### config.mk
export PLATFORM = sky130hd
export DESIGN_NAME = btn_conditioner
export DESIGN_NICKNAME = d
export VERILOG_FILES = /design/src/rtl/btn_pkg.sv /design/src/rtl/debounce_cell.sv /design/src/rtl/btn_conditioner.sv
export SDC_FILE = /design/constraint.sdc
export NUM_CORES = 1
export LEC_CHECK = 0
export CAP_MARGIN = 5
export CELL_PAD_IN_SITES_DETAIL_PLACEMENT = 2
export CELL_PAD_IN_SITES_GLOBAL_PLACEMENT = 2
export CORE_AREA = 2 2 134 110
export DETAILED_ROUTE_END_ITERATION = 7
export DIE_AREA = 0 0 136 112
export DONT_BUFFER_PORTS = 1
export PLACE_DENSITY_LB_ADDON = 0.1
export SYNTH_ARGS = -nofsm -noshare
export SYNTH_HDL_FRONTEND = slang
export SYNTH_HIERARCHICAL = 1
export SYNTH_SLANG_ARGS = --single-unit
### constraint.sdc
create_clock -name clk -period 2 [get_ports clk]
set_input_delay 0.6 -clock clk [delete_from_list [all_inputs] [get_ports clk]]
set_output_delay 0.6 -clock clk [all_outputs]
set_load 0.05 [all_outputs]
### src/rtl/btn_pkg.sv
// Shared constants for the button/switch conditioner: channel counts, button
// indices and the status_word field layout seen by IO_Interface.
package btn_pkg;
  localparam int NUM_BTN          = 4;
  localparam int NUM_SW           = 2;
  localparam int DEBOUNCE_DEFAULT = 20000;
  localparam int CNT_W            = 16;

  localparam int BTN_RIGHT   = 0;
  localparam int BTN_START   = 1;
  localparam int BTN_LEFT    = 2;
  localparam int BTN_RESTART = 3;

  localparam int ST_LVL_LSB = 0;
  localparam int ST_EVT_LSB = 4;
  localparam int ST_SW_LSB  = 8;
endpackage

### src/rtl/debounce_cell.sv
// One input channel: two-flop synchronizer, hold counter and stable register.
// rise is combinational and high on the cycle before level goes 0->1.
module debounce_cell
  import btn_pkg::*;
#(
  parameter int DEBOUNCE_CYCLES = DEBOUNCE_DEFAULT
) (
  input  logic clk,
  input  logic reset,
  input  logic raw,
  output logic level,
  output logic rise
);
  localparam logic [CNT_W-1:0] LIMIT = CNT_W'(DEBOUNCE_CYCLES - 1);

  logic             sync0, sync1;
  logic [CNT_W-1:0] cnt;

  // Accept on the edge that ends the DEBOUNCE_CYCLES-th mismatching cycle.
  assign rise = (sync1 != level) && (cnt == LIMIT) && sync1;

  always_ff @(posedge clk) begin
    if (reset) begin
      sync0 <= 1'b0;
      sync1 <= 1'b0;
      cnt   <= '0;
      level <= 1'b0;
    end else begin
      sync0 <= raw;
      sync1 <= sync0;
      if (sync1 == level) begin
        cnt <= '0;
      end else if (cnt == LIMIT) begin
        level <= sync1;
        cnt   <= '0;
      end else begin
        cnt <= cnt + 1'b1;
      end
    end
  end
endmodule

### src/rtl/btn_conditioner.sv
// Debounces the pushbuttons and slide switches and keeps sticky press flags
// that the CPU clears by reading the button port.
module btn_conditioner #(
  parameter int DEBOUNCE_CYCLES = btn_pkg::DEBOUNCE_DEFAULT,
  parameter int NUM_BTN         = btn_pkg::NUM_BTN
) (
  input  logic               clk,
  input  logic               reset,
  input  logic [NUM_BTN-1:0] btn_raw,
  input  logic [1:0]         sw_raw,
  input  logic               evt_clr,
  output logic [NUM_BTN-1:0] btn_level,
  output logic [NUM_BTN-1:0] btn_event,
  output logic [1:0]         sw_level,
  output logic [31:0]        status_word
);
  import btn_pkg::*;

  localparam int NCH = NUM_BTN + 2;

  logic [NCH-1:0] raw_all, lvl_all, rise_all;
  logic [1:0]     sw_rise_unused;

  assign raw_all = {sw_raw, btn_raw};

  for (genvar i = 0; i < NCH; i++) begin : g_ch
    debounce_cell #(.DEBOUNCE_CYCLES(DEBOUNCE_CYCLES)) u_cell (
      .clk   (clk),
      .reset (reset),
      .raw   (raw_all[i]),
      .level (lvl_all[i]),
      .rise  (rise_all[i])
    );
  end

  assign btn_level      = lvl_all[NUM_BTN-1:0];
  assign sw_level       = lvl_all[NCH-1:NUM_BTN];
  assign sw_rise_unused = rise_all[NCH-1:NUM_BTN];

  // A press arriving with evt_clr survives the clear.
  always_ff @(posedge clk) begin
    if (reset) btn_event <= '0;
    else       btn_event <= (btn_event & {NUM_BTN{~evt_clr}}) | rise_all[NUM_BTN-1:0];
  end

  always_comb begin
    status_word                           = '0;
    status_word[ST_LVL_LSB +: NUM_BTN]    = btn_level;
    status_word[ST_EVT_LSB +: NUM_BTN]    = btn_event;
    status_word[ST_SW_LSB  +: NUM_SW]     = sw_level;
  end
endmodule
==> metrics.md <==
| Metric | Value |
|---|---|
| Die area | `between 15000 and 20000 um2` |
| Insertion delay to the later sink of the worst-skew pair | `0.41 ns` |
| Power density normalized to cell area | `around 950 nW/um2` |
| Crit-path max FO | `15` |
| Met3 Resource Use GR | `0.0551` |
| Port Buffers | `0` |
| Number of buffers added by the clock tree synthesis step | `17` |
| CTS tree | `done` |
| Hold Path Origin | `reset` |
| Peak per-stage delay on the critical path | `0.37 ns` |
| GR met1 Demand/Resource | `0.216` |
| H-tree depth reported by CTS | `4` |
| Fmax achieved | `0.567 GHz` |
| Register area | `~2400 um2` |
| Routed via count | `~4000` |
| TritonCTS sink count | `approximately 120` |
| Utilization after layout | `0.435` |
| Path depth of the worst reg2reg path | `5` |
| Reported max-cap violation count | `0` |
| Routed wirelength normalized by instance count | `around 16 um` |
| # DRC | `0` |
| Levels on crit path | `5` |
| Number of cell rows | `39` |
| Total Nets Final | `roughly 600` |
| Initial DRC count | `about 170` |
| Total I/O pin count | `between 50 and 60` |
| Clock-pin slew reported for the worst setup and hold paths after clock tree synthesis | `about 0.050 ns` |
| Layout cell share with drive strength beyond 1 | `0.107` |
| Final ANT Viol Nets | `0` |
| Endpoint class of the critical path | `register` |
| Die W | `136 um` |
| Clock tree root buffer cell | `clkbuf_16` |
| Vias in the first global route | `~4300` |
| Pins over their slew limit | `0` |
| Final weighted congestion in routability-driven placement | `~0.74` |
| Slowest cell on crit path | `and4_1` |
| Worst Tran Pin Value | `~0.49 ns` |
| Worst setup path startpoint | `g_ch[1].u_cell/cnt[0]` |
| Hold-critical path depth | `1` |
| Critical register-to-register path startpoint | `g_ch[1].u_cell/cnt[0]` |
| Final period utilization | `0.882` |
| Setup repair after global routing missed its margin | `no` |
| Final Hold Slack | `0.266 ns` |
| Pin count of the biggest net entering global routing | `29` |
| Antenna violations before repair | `0` |
| Tightest Hold Check Type | `in -> reg` |
| Worst-case clock buffer depth | `2` |
| Power after layout | `approximately 0.0058 W` |
| Syn-to-layout area delta | `11.7%` |
| Area of the placeable core | `between 10000 and 15000 um2` |
| Hold Vio Cnt, Final | `0` |
| Estimated wirelength of the detail-placed design | `roughly 8400 um` |
| First-pass GRT wire length | `about 22000 um` |
| Chip Height | `around 110 um` |
| Worst path required time | `2.28 ns` |
| Number of buffers inserted by post-CTS setup repair | `0` |
| Maximum clock skew at final layout | `0.00562 ns` |
| Final Routed Wirelength | `12700 um` |
| Starting density of the core | `0.389` |
| Setup total negative slack | `0 ns` |
| CP startpoint kind | `register` |
| Length of the first detailed-routing pass in iterations | `4` |
| Synthesized instance count | `approximately 590` |
| GR Overflow Total | `0` |
| Kind of cell adding the most delay to the critical path | `simple AND/OR/NAND/NOR gates` |
| Fillers | `roughly 1500` |
| Slew margin rel. | `0.671` |
| Number of antenna diodes | `0` |
| Worst setup path category | `reg -> reg` |
| Average instance area after synthesis | `approximately 9.2 um2` |
| Area of combinational cells with multiple inputs | `~2700 um2` |
| Leak | `2.22 nW` |
| Number of setup violations in the final report | `0` |
| Combined area of all synthesized cells | `roughly 5400 um2` |
| Critical path buffer and inverter count | `0` |
| Top Usage Layer GRT | `met2` |
| All-layer global routing usage | `0.184` |
| Routed via count divided by cell count | `a little over 5` |
| Max VDD drop | `between 600 and 700 uV` |
| Outcome | `completed` |
| Min Tclk post-route | `between 1.5 and 2 ns` |
| Routing usage on met2 | `0.315` |
| Count of yosys warnings during synthesis | `6` |
| Arrival time reported for the critical path endpoint | `2.05 ns` |
| CP cell instances | `ha_1 -> and4_1 -> nand4_1 -> nand2_2 -> nor2_1` |
==> sequential cells by signal, summed over array words and instances (netlist names) <==
signal and flops:
g_ch.u_cell/cnt 96, g_ch.u_cell/level 6, g_ch.u_cell/sync0 6, g_ch.u_cell/sync1 6, btn_event 4
==> final cells by class <==
class                           instances  area share
Timing Repair Buffer                   15      0.0186
Clock buffer                           24      0.0827
Sequential cell                       118       0.389
Tap cell                              184      0.0379
Inverter                                4     0.00247
Clock inverter                          8      0.0235
Multi-Input combinational cell        428       0.445
==> power breakdown <==
part	leakage [nW]	internal [W]	switching, W	total, W
registers	0.953	0.00237	0.00000814	0.00238
logic	0.950	0.0000146	0.000114	0.000129
clock network	0.316	0.00224	0.00104	0.00328
==> routing by layer <==
metal  wire (um)  share of wire  vias to the layer above
met5           0              0                        -
met4         207          0.016                        0
met3         345          0.027                       17
met2        6310           0.50                       46
met1        5860           0.46                     1980
li1            -              -                     1956
==> final timing paths <==
check | endpoint | slack (ns)
worst max register to register | g_ch[1].u_cell/cnt[2] | 0.24
worst max-delay path | g_ch[1].u_cell/cnt[2] | 0.24
worst min-delay path | g_ch[3].u_cell/level | 0.27
worst min register to register | g_ch[1].u_cell/cnt[0] | 0.43
==> cells in the final DEF (no fill, tap or decap) <==
| cell | instances |
|---|---|
| nand3_2 | 6 |
| a21oi_1 | 4 |
| nand2_1 | 18 |
| clkinv_2 | 3 |
| nor3_1 | 6 |
| xor2_1 | 72 |
| nand2_2 | 6 |
| nand3_1 | 24 |
| o21ai_0 | 6 |
| xnor2_1 | 12 |
| dfxtp_1 | 118 |
| bufinv_16 | 4 |
| nand4_1 | 46 |
| mux2i_1 | 6 |
| clkbuf_16 | 17 |
| ha_1 | 6 |
| a21oi_2 | 6 |
| and2_1 | 12 |
| nor4b_1 | 6 |
| clkinvlp_4 | 1 |
| nor3b_1 | 3 |
| clkbuf_1 | 2 |
| nor2b_1 | 12 |
| nand2b_1 | 4 |
| clkbuf_8 | 5 |
| nor2_1 | 96 |
| nor3b_2 | 1 |
| inv_1 | 4 |
| buf_4 | 15 |
| and4b_1 | 6 |
| and3_1 | 18 |
| or3_1 | 6 |
| and4_1 | 24 |
| conb_1 | 22 |
==> timing repair <==
| action | 4_1_cts | 5_1_grt |
|---|---|---|
| resized for setup | 0 | 1 |
| hold buffers | 0 | 0 |
| endpoints found under the setup margin | 0 | 1 |
==> per-stage QoR <==
stage               std cells  instance area [um2]  setup WS, ns
floorplan                 612                 5510         0.431
global placement          749                 5420         0.210
detailed placement        749                 5420         0.208
CTS                       781                 6060         0.108
global route              781                 6070        0.0506
finish                    781                 6070         0.236
Note: power is estimated with default switching activity, not from simulation.
